===== config.mk =====
export PLATFORM = sky130hd
export DESIGN_NAME = mem_stage
export DESIGN_NICKNAME = d
export VERILOG_FILES = /design/src/rtl/mem_stage_pkg.sv /design/src/rtl/mem_stage_load_store_align.sv /design/src/rtl/mem_stage.sv
export SDC_FILE = /design/constraint.sdc
export NUM_CORES = 1
export LEC_CHECK = 0
export CAP_MARGIN = 10
export CELL_PAD_IN_SITES_DETAIL_PLACEMENT = 1
export CELL_PAD_IN_SITES_GLOBAL_PLACEMENT = 2
export CORE_ASPECT_RATIO = 0.75
export CORE_UTILIZATION = 27
export DETAILED_ROUTE_END_ITERATION = 8
export GPL_TIMING_DRIVEN = 0
export PLACE_DENSITY_LB_ADDON = 0.1
export SYNTH_ARGS = -nofsm -noshare
export SYNTH_HDL_FRONTEND = slang
export SYNTH_SLANG_ARGS = --single-unit

===== constraint.sdc =====
create_clock -name clock -period 3.5 [get_ports clock]
set_input_delay 0.7 -clock clock [delete_from_list [all_inputs] [get_ports clock]]
set_output_delay 0.7 -clock clock [all_outputs]
set_load 0.03 [all_outputs]

===== src/rtl/mem_stage_pkg.sv =====
// rtl/mem_stage_pkg.sv - shared encodings and helpers for the MEM pipeline stage
package mem_stage_pkg;

   localparam int REGS_ADDR_W = 5;
   localparam int REGS_DATA_W = 32;
   localparam int BUS_W       = 32;

   typedef enum logic [3:0] {
      MEM_NONE = 4'd0,
      MEM_LB   = 4'd1,
      MEM_LBU  = 4'd2,
      MEM_LH   = 4'd3,
      MEM_LHU  = 4'd4,
      MEM_LW   = 4'd5,
      MEM_SB   = 4'd6,
      MEM_SH   = 4'd7,
      MEM_SW   = 4'd8
   } mem_op_e;

   typedef enum logic [1:0] {
      ST_IDLE   = 2'd0,
      ST_ACCESS = 2'd1,
      ST_DONE   = 2'd2
   } state_e;

   function automatic logic is_load(input logic [3:0] op);
      return op inside {MEM_LB, MEM_LBU, MEM_LH, MEM_LHU, MEM_LW};
   endfunction

   function automatic logic is_store(input logic [3:0] op);
      return op inside {MEM_SB, MEM_SH, MEM_SW};
   endfunction

endpackage


===== src/rtl/mem_stage_load_store_align.sv =====
// rtl/mem_stage_load_store_align.sv - big-endian lane select, store replication, load extension
module load_store_align
   import mem_stage_pkg::*;
(
   input  logic [3:0]       mem_op_i,
   input  logic [1:0]       offset_i,
   input  logic [BUS_W-1:0] store_data_i,
   input  logic [BUS_W-1:0] rdata_i,
   output logic [3:0]       byte_sel_o,
   output logic [BUS_W-1:0] wdata_o,
   output logic [BUS_W-1:0] load_data_o,
   output logic             misaligned_o
);

   logic [7:0]  lane_b;
   logic [15:0] lane_h;

   // Byte offset 0 is the most significant lane.
   always_comb begin
      lane_b = rdata_i[31:24];
      case (offset_i)
         2'd0:    lane_b = rdata_i[31:24];
         2'd1:    lane_b = rdata_i[23:16];
         2'd2:    lane_b = rdata_i[15:8];
         default: lane_b = rdata_i[7:0];
      endcase
      lane_h = offset_i[1] ? rdata_i[15:0] : rdata_i[31:16];
   end

   always_comb begin
      byte_sel_o   = 4'b0000;
      wdata_o      = store_data_i;
      load_data_o  = rdata_i;
      misaligned_o = 1'b0;
      case (mem_op_e'(mem_op_i))
         MEM_LB:  load_data_o = {{24{lane_b[7]}}, lane_b};
         MEM_LBU: load_data_o = {24'd0, lane_b};
         MEM_LH: begin
            misaligned_o = offset_i[0];
            load_data_o  = {{16{lane_h[15]}}, lane_h};
         end
         MEM_LHU: begin
            misaligned_o = offset_i[0];
            load_data_o  = {16'd0, lane_h};
         end
         MEM_LW: begin
            misaligned_o = |offset_i;
            load_data_o  = rdata_i;
         end
         MEM_SB: begin
            byte_sel_o = 4'b1000 >> offset_i;
            wdata_o    = {4{store_data_i[7:0]}};
         end
         MEM_SH: begin
            misaligned_o = offset_i[0];
            byte_sel_o   = offset_i[1] ? 4'b0011 : 4'b1100;
            wdata_o      = {2{store_data_i[15:0]}};
         end
         MEM_SW: begin
            misaligned_o = |offset_i;
            byte_sel_o   = 4'b1111;
            wdata_o      = store_data_i;
         end
         default: ;
      endcase
   end

endmodule


===== src/rtl/mem_stage.sv =====
// rtl/mem_stage.sv - MEM pipeline stage: data-bus access FSM with ack timeout
module mem_stage
   import mem_stage_pkg::*;
#(
   parameter int TIMEOUT_CYCLES = 16
) (
   input  logic                   clock,
   input  logic                   reset,
   input  logic                   ex_write_enable,
   input  logic [REGS_ADDR_W-1:0] ex_write_addr,
   input  logic [REGS_DATA_W-1:0] ex_write_data,
   input  logic [3:0]             ex_mem_op,
   input  logic [BUS_W-1:0]       ex_mem_addr,
   input  logic [BUS_W-1:0]       ex_mem_store_data,
   output logic                   mem_write_enable,
   output logic [REGS_ADDR_W-1:0] mem_write_addr,
   output logic [REGS_DATA_W-1:0] mem_write_data,
   output logic                   bus_req,
   output logic                   bus_we,
   output logic [BUS_W-1:0]       bus_addr,
   output logic [3:0]             bus_byte_sel,
   output logic [BUS_W-1:0]       bus_wdata,
   input  logic [BUS_W-1:0]       bus_rdata,
   input  logic                   bus_ack,
   output logic                   stall_request,
   output logic                   addr_error,
   output logic                   bus_error
);

   localparam int CNT_W = $clog2(TIMEOUT_CYCLES + 1);
   localparam logic [CNT_W-1:0] CNT_LAST = CNT_W'(TIMEOUT_CYCLES - 1);

   state_e                 state_q, state_d;
   logic [CNT_W-1:0]       cnt_q, cnt_d;
   logic [BUS_W-1:0]       rdata_q, rdata_d;
   logic [3:0]             op_q, op_d;
   logic [BUS_W-1:0]       addr_q, addr_d;
   logic [BUS_W-1:0]       sdata_q, sdata_d;
   logic                   we_q, we_d;
   logic [REGS_ADDR_W-1:0] waddr_q, waddr_d;
   logic [REGS_DATA_W-1:0] wdata_q, wdata_d;
   logic                   err_q, err_d;

   logic                   req_c, stall_c, addr_err_c, we_c;
   logic [REGS_ADDR_W-1:0] waddr_c;
   logic [REGS_DATA_W-1:0] wdata_c;

   logic [3:0]       act_op;
   logic [BUS_W-1:0] act_addr, act_sdata;
   logic [3:0]       sel;
   logic [BUS_W-1:0] wdata_fmt, load_data;
   logic             misaligned;

   // Once an access launches, the bus is driven from captured copies so it cannot move.
   assign act_op    = (state_q == ST_IDLE) ? ex_mem_op         : op_q;
   assign act_addr  = (state_q == ST_IDLE) ? ex_mem_addr       : addr_q;
   assign act_sdata = (state_q == ST_IDLE) ? ex_mem_store_data : sdata_q;

   load_store_align u_align (
      .mem_op_i     (act_op),
      .offset_i     (act_addr[1:0]),
      .store_data_i (act_sdata),
      .rdata_i      (rdata_q),
      .byte_sel_o   (sel),
      .wdata_o      (wdata_fmt),
      .load_data_o  (load_data),
      .misaligned_o (misaligned)
   );

   always_comb begin
      state_d    = state_q;
      cnt_d      = cnt_q;
      rdata_d    = rdata_q;
      op_d       = op_q;
      addr_d     = addr_q;
      sdata_d    = sdata_q;
      we_d       = we_q;
      waddr_d    = waddr_q;
      wdata_d    = wdata_q;
      err_d      = 1'b0;
      req_c      = 1'b0;
      stall_c    = 1'b0;
      addr_err_c = 1'b0;
      we_c       = ex_write_enable;
      waddr_c    = ex_write_addr;
      wdata_c    = ex_write_data;
      case (state_q)
         ST_IDLE: begin
            if (is_load(ex_mem_op) || is_store(ex_mem_op)) begin
               we_c = 1'b0;
               if (misaligned) begin
                  addr_err_c = 1'b1;
               end else begin
                  req_c   = 1'b1;
                  stall_c = 1'b1;
                  op_d    = ex_mem_op;
                  addr_d  = ex_mem_addr;
                  sdata_d = ex_mem_store_data;
                  we_d    = ex_write_enable;
                  waddr_d = ex_write_addr;
                  wdata_d = ex_write_data;
                  if (bus_ack) begin
                     rdata_d = bus_rdata;
                     state_d = ST_DONE;
                  end else begin
                     cnt_d   = '0;
                     state_d = ST_ACCESS;
                  end
               end
            end
         end
         ST_ACCESS: begin
            req_c   = 1'b1;
            stall_c = 1'b1;
            we_c    = 1'b0;
            if (bus_ack) begin
               rdata_d = bus_rdata;
               state_d = ST_DONE;
            end else if (cnt_q == CNT_LAST) begin
               err_d   = 1'b1;
               state_d = ST_DONE;
            end else begin
               cnt_d = cnt_q + CNT_W'(1);
            end
         end
         ST_DONE: begin
            we_c    = is_load(op_q) & we_q & ~err_q;
            waddr_c = waddr_q;
            wdata_c = is_load(op_q) ? load_data : wdata_q;
            state_d = ST_IDLE;
         end
         default: state_d = ST_IDLE;
      endcase
   end

   always_ff @(posedge clock) begin
      if (reset) begin
         state_q <= ST_IDLE;
         cnt_q   <= '0;
         rdata_q <= '0;
         op_q    <= '0;
         addr_q  <= '0;
         sdata_q <= '0;
         we_q    <= 1'b0;
         waddr_q <= '0;
         wdata_q <= '0;
         err_q   <= 1'b0;
      end else begin
         state_q <= state_d;
         cnt_q   <= cnt_d;
         rdata_q <= rdata_d;
         op_q    <= op_d;
         addr_q  <= addr_d;
         sdata_q <= sdata_d;
         we_q    <= we_d;
         waddr_q <= waddr_d;
         wdata_q <= wdata_d;
         err_q   <= err_d;
      end
   end

   // Reset overrides any in-flight access on the control outputs in the same cycle.
   assign bus_req          = req_c & ~reset;
   assign stall_request    = stall_c & ~reset;
   assign addr_error       = addr_err_c & ~reset;
   assign bus_error        = err_q & ~reset;
   assign mem_write_enable = we_c & ~reset;
   assign mem_write_addr   = waddr_c;
   assign mem_write_data   = wdata_c;
   assign bus_we           = bus_req & is_store(act_op);
   assign bus_addr         = {act_addr[BUS_W-1:2], 2'b00};
   assign bus_byte_sel     = sel;
   assign bus_wdata        = wdata_fmt;

endmodule


After elaboration in Yosys (flattened, before gate mapping)
Cells that the tools add are included.
- output and inout bits: 111
- logic and storage cells: 109
- input bits: 141
- flip-flop bits (word level): 146
- equality and inequality tests: 32
- bitwise logic cells: 11
- add/subtract/negate cells: 1
- multiplexer cells: 38
- reductions and logical operators: 16
- shifts and indexed selects: 1
- operator list (kind ; number):
    2-to-1 mux 32 bit ; 7
    one-hot mux 32 bit (2 select lines) ; 2
    one-hot mux 32 bit (4 select lines) ; 1
    equality test 4 x 3 -> 1 bit (second input constant) ; 10
    2-to-1 mux 5 bit ; 6
    equality test 4 x 2 -> 1 bit (second input constant) ; 6
    one-hot mux 8 bit (3 select lines) ; 1
    2-to-1 mux 16 bit ; 1
    equality test 4 x 1 -> 1 bit (second input constant) ; 3
    one-hot mux 4 bit (3 select lines) ; 1
    2-to-1 mux 2 bit ; 5
    one-hot mux 5 bit (2 select lines) ; 1
    nonzero test 5 bit ; 2
    AND reduction 3 bit ; 3
    equality test 4 bit (second input constant) ; 2
    2-to-1 mux 4 bit ; 2
    != test 2 bit (second input constant) ; 4
    bitwise AND 1 bit ; 7
    2-to-1 mux 1 bit ; 7
    AND reduction 6 bit ; 1
    nonzero test 3 bit ; 2
    OR reduction 3 bit ; 2
    adder 5 x 1 -> 5 bit (second input constant) ; 1
    equality test 5 x 4 -> 1 bit (second input constant) ; 1
    other kinds (13) ; 21

Longest topological paths before layout
- depth in word-level cells: 10
- mapped depth: 10

Modules after synthesis
A second synthesis with hierarchy kept.
- cells, all modules: 1052
- area, all modules: 8744.6 µm²
- by module, submodules not included (module ; times used ; area an instance (µm²) ; seq. area each (µm²) ; cells an instance):
    mem_stage ; 1 ; 7317.0 ; 2922.8 ; 883
    load_store_align ; 1 ; 1427.6 ; 0.0 ; 169

Worst setup path before layout
OpenSTA, ideal clock, no wires.
- path kind: input-to-output
- start point: in ex_mem_op[3]
- end point: out stall_request
- path buffers: 3
- cell stages on the path: 9
- arrival: 2.898 ns
- setup slack: -0.098 ns
- required time: 2.800 ns
- path through: nor4b_1 -> a31oi_1 -> o22a_2 -> o221ai_2 -> buf_2 -> buf_2 -> and2_1 -> nor3_1 -> buf_4
- cells in the longest elaborated chain, start to end: 8
- elaborated cells on any way between the ends: 24
- those cells by class: 13 x eq/ne; 5 x mux; 1 x bitwise; 5 x reduce/logical
- ends and longest elaborated chain (item ; RTL line ; source):
    start: declaration ; mem_stage.sv:12 ; input logic [3:0] ex_mem_op,
    2-to-1 mux 4 bit ; mem_stage.sv:55 ; assign act_op = (state_q == ST_IDLE) ? ex_mem_op : op_q;
    equality test 4 x 3 -> 1 bit (tied with other cells) ; mem_stage_load_store_align.sv:35 ; case (mem_op_e'(mem_op_i))
    OR reduction 3 bit (no source line) / OR reduction 2 bit (equally long branches) ; - ;
    one-hot mux 1 bit (2 select lines) ; mem_stage_load_store_align.sv:35 ;
    2-to-1 mux 1 bit ; - ;
    2-to-1 mux 1 bit * ; - ;
    one-hot mux 1 bit (2 select lines) * ; - ;
    bitwise AND 1 bit * ; - ;
    end: declaration ; mem_stage.sv:25 ; output logic stall_request,
Every way passes the cells marked *; elsewhere a longest branch is shown, timed or not.

Worst setup path in the final report
- start point: reg state_q[0]
- end point: out mem_write_data[8]
- cells in the longest elaborated chain, start to end: 7
- elaborated cells on any way between the ends: 16
- those cells by class: 7 x eq/ne; 7 x mux; 2 x reduce/logical
- ends and longest elaborated chain (item ; RTL line ; source):
    start: declaration ; mem_stage.sv:33 ; state_e state_q, state_d;
    start signal: assignment ; mem_stage.sv:149 ; state_q <= state_d;
    logical NOT 2 bit ; mem_stage.sv:55, mem_stage.sv:56 ;
    2-to-1 mux 32 bit ; mem_stage.sv:56 ; assign act_addr = (state_q == ST_IDLE) ? ex_mem_addr : addr_q;
    equality test 2 bit (tied with other cells) ; mem_stage_load_store_align.sv:21 ; case (offset_i)
    one-hot mux 8 bit (3 select lines) ; mem_stage_load_store_align.sv:21 ;
    one-hot mux 32 bit (4 select lines) ; mem_stage_load_store_align.sv:35 ;
    2-to-1 mux 32 bit ; mem_stage.sv:129 ; wdata_c = is_load(op_q) ? load_data : wdata_q;
    2-to-1 mux 32 bit * ; mem_stage.sv:87 ; case (state_q)
    end: declaration ; mem_stage.sv:17 ; output logic [REGS_DATA_W-1:0] mem_write_data,
Marked as above.

==> impl_metrics.env <==
export IMPL_syn2layout_area_growth_pct=52.60
export IMPL_maxCapViolations=0
export IMPL_endpoint="mem_write_data[8]"
export IMPL_grt_use_met1_pct=34.10
export IMPL_grt_max_degree=20
export IMPL_wire_per_inst_um=21.01
export IMPL_cts_buffer_depth=2
export IMPL_status="finished, violations left"
export IMPL_setup_ws_ns=-0.05134
export IMPL_cell_internal_pwr_mw=4.092
export IMPL_r2r_end="rdata_q[28]"
export IMPL_period_minus_slack_ns=3.551
export IMPL_slew_headroom_pct=49.48
export IMPL_p_sw_share_pct=38.55
export IMPL_power_frac_comb_pct=41.4
export IMPL_rows=57
export IMPL_synthArstFlopShare_pct=0
export IMPL_r2r_start="state_q[0]"
export IMPL_gr_total_overflow=0
export IMPL_vias=10511
export IMPL_cp_max_fo=7
export IMPL_dr_pass1_iters=4
export IMPL_cts_tree="built"
export IMPL_crit_type="reg -> out"
export IMPL_rsz0062_at_grt="true"
export IMPL_max_freq_ghz=0.2816
export IMPL_clkTransAtPathRegs_ns=0.06
export IMPL_grt_use_total_pct=24.59
export IMPL_avgSynthCellArea_sq_um=7.226
export IMPL_nets=1719
export IMPL_die_w_um=214.4
export IMPL_hpwl_um=31100
export IMPL_syn_inst=1264
export IMPL_start_util_pct=27.84
export IMPL_cp_startpoint="state_q[0]"
export IMPL_start_kind="flip-flop"
export IMPL_p_total_mw=6.659
export IMPL_dieArea_sq_um=34580
export IMPL_grt_busiest_layer="met2"
export IMPL_grt_pass1_wl_um=65560
export IMPL_drc=0
export IMPL_drt_iter0_markers=647
export IMPL_worst_hold_path_type="reg -> reg"
export IMPL_num_io_pins=252
export IMPL_vdd_drop_max_mv=0.3223
export IMPL_fin_util_pct=42.49
export IMPL_vias_per_cell=5.178
export IMPL_leakage_nw=5.537
export IMPL_maxSlewViolCount=0
export IMPL_clkLatencyLatePin_ns=0.44
export IMPL_grt_pass1_vias=10934
export IMPL_use_met3_pct=5.424
export IMPL_drive_above_1_share_pct=20.40
export IMPL_ys_ff_latch=146
export IMPL_power_density_nw_per_um2=477.7
export IMPL_cts_root_buf="clkbuf_16"
export IMPL_r2r_cells=10
export IMPL_end_kind="output pin"
export IMPL_met2_usage_pct=38.71
export IMPL_cts_sinks=146
export IMPL_htree_levels=4
export IMPL_die_h_um=161.3
export IMPL_hold_start="wdata_q[28]"
export IMPL_clockPowerShare_pct=29.4
export IMPL_cp_data_required_time_ns=2.80
export IMPL_hold_viol=0
export IMPL_clock_skew_ns=0.01162
export IMPL_synth_edff_count=0
export IMPL_yosysWarnings=0
export IMPL_ys_flop_type="dfxtp_1"
export IMPL_tightest_slew_ns=0.7578
export IMPL_finalSetupTns_ns=-0.2329
export IMPL_setup_viol=7
export IMPL_antenna_left=0
export IMPL_final_area_sq_um=13940
export IMPL_synth_seq_area_share_pct=32.00
export IMPL_fin_crit_sh_pct=101.5
export IMPL_power_share_sequential_pct=29.2
export IMPL_cts_hold_buf=0
export IMPL_r2r_slack_ns=0.73
export IMPL_arrival_ns=2.85
export IMPL_violations="negative setup slack"
export IMPL_core_area_sq_um=32810
export IMPL_gp_congestion=0.8592
export IMPL_num_antenna_cells=0
export IMPL_synth_cell_types=57
export IMPL_netlist_area_sq_um=9134
export IMPL_port_buffers=248
export IMPL_p_sw_mw=2.567
export IMPL_cts_buffers=17
export IMPL_antenna_found_initial=2
export IMPL_placedInstanceArea_sq_um=12190
export IMPL_routed_wl_um=42650
repair_timing:
action                                  4_1_cts  5_1_grt
buffers inserted                             31       14
endpoints found under the setup margin      109       84
gates resized for setup                     488      142
pin swaps                                    35       29
cloned                                        4        1
cell usage in the layout (no fill, tap or decap), drive strengths merged, types with 64 or more instances in the layout:
cell	count
o21ai	180
inv	121
a21oi	163
clkdlybuf4s50	142
or3	107
clkbuf	104
mux2i	67
nand2	98
nand2b	64
dfxtp	146
buf	134
layout make-up:
cell class / count / area, sq um
fill: 3948 / 18870
inverter: 122 / 461.7
buffer: 109 / 656.9
clock buffer: 22 / 484.2
timing repair buffer: 298 / 2801
multi-input combinational: 882 / 5924
sequential: 146 / 2928
clock inverter: 9 / 128.9
tap: 442 / 553.0
flip-flops by register name, indices dropped and copies added (netlist names):
register	count
addr_q	32
we_q	1
err_q	1
waddr_q	5
sdata_q	32
cnt_q	5
op_q	4
state_q	2
wdata_q	32
rdata_q	32
worst min path at each step:
stage                     slack [ns]  cells past startpoint          end
final                           0.48                      2  wdata_q[28]
after global routing            0.49                      2  sdata_q[12]
after CTS                       0.47                      2  wdata_q[28]
after detailed placement        0.47                      2  wdata_q[29]
after global placement          0.46                      2  wdata_q[23]
after floorplan                 0.45                      2  wdata_q[22]
metrics by stage:
step	cells	worst slack (ns)	hold slack, ns
floorplan	1265	0.02557	0.4505
global placement	1955	-1.460	0.4581
detailed placement	1955	-1.439	0.4668
CTS	2017	-0.07416	0.4742
global route	2030	-0.1044	0.4943
finish	2030	-0.05134	0.4755
critical path, cell delays in order (launching register included):
cell	delay (ns)
dfxtp_2	0.34
buf_6	0.13
buf_6	0.11
or4_4	0.43
o31ai_4	0.14
o221ai_2	0.22
buf_4	0.20
nor3_4	0.20
buf_6	0.20
nor3_4	0.07
o221ai_2	0.20
buf_6	0.17
power groups by stage:
stage	sequential, mW	clock, mW	combinational (mW)
after CTS	1.94	1.99	2.60
after global routing	1.96	2.07	2.94
after floorplan	1.92	0	1.39
after global placement	1.96	0	2.35
after detailed placement	1.97	0	2.36
final	1.94	1.96	2.76
cells by family (layout without fill, tap and decap cells):
kind of cell,after synthesis,in the layout,synth area share [%]
muxes,67,67,7.342
and+or+nand+nor,368,368,21.64
buffers and inverters,237,560,10.75
other,1,2,0.04106
xor gates and xnor gates,3,3,0.2877
adders and majority gates,2,2,0.2739
DFF,146,146,32.00
AOI/OAI and AO/OA,440,440,27.66
per-layer routing:
layer,wire length [um],part of all wire (%)
met5,105,0.25
met4,523,1.2
met3,2465,5.8
met2,19240,45
met1,20310,48
synthesized netlist by cell type (25+ instances only):
| library cell | n | share of area [%] |
|---|---|---|
| nor3_1 | 26 | 1.4 |
| nand2_1 | 98 | 4.0 |
| dfxtp_1 | 146 | 32 |
| o22ai_1 | 26 | 1.8 |
| nand2b_1 | 64 | 4.4 |
| o21ai_0 | 170 | 9.3 |
| inv_1 | 122 | 5.0 |
| mux2i_1 | 67 | 7.3 |
| or3_1 | 107 | 7.3 |
| clkbuf_1 | 65 | 2.7 |
| a21oi_1 | 161 | 8.8 |
| buf_2 | 32 | 1.8 |
| nor2_1 | 25 | 1.0 |
(Power assumes the default switching activity.)
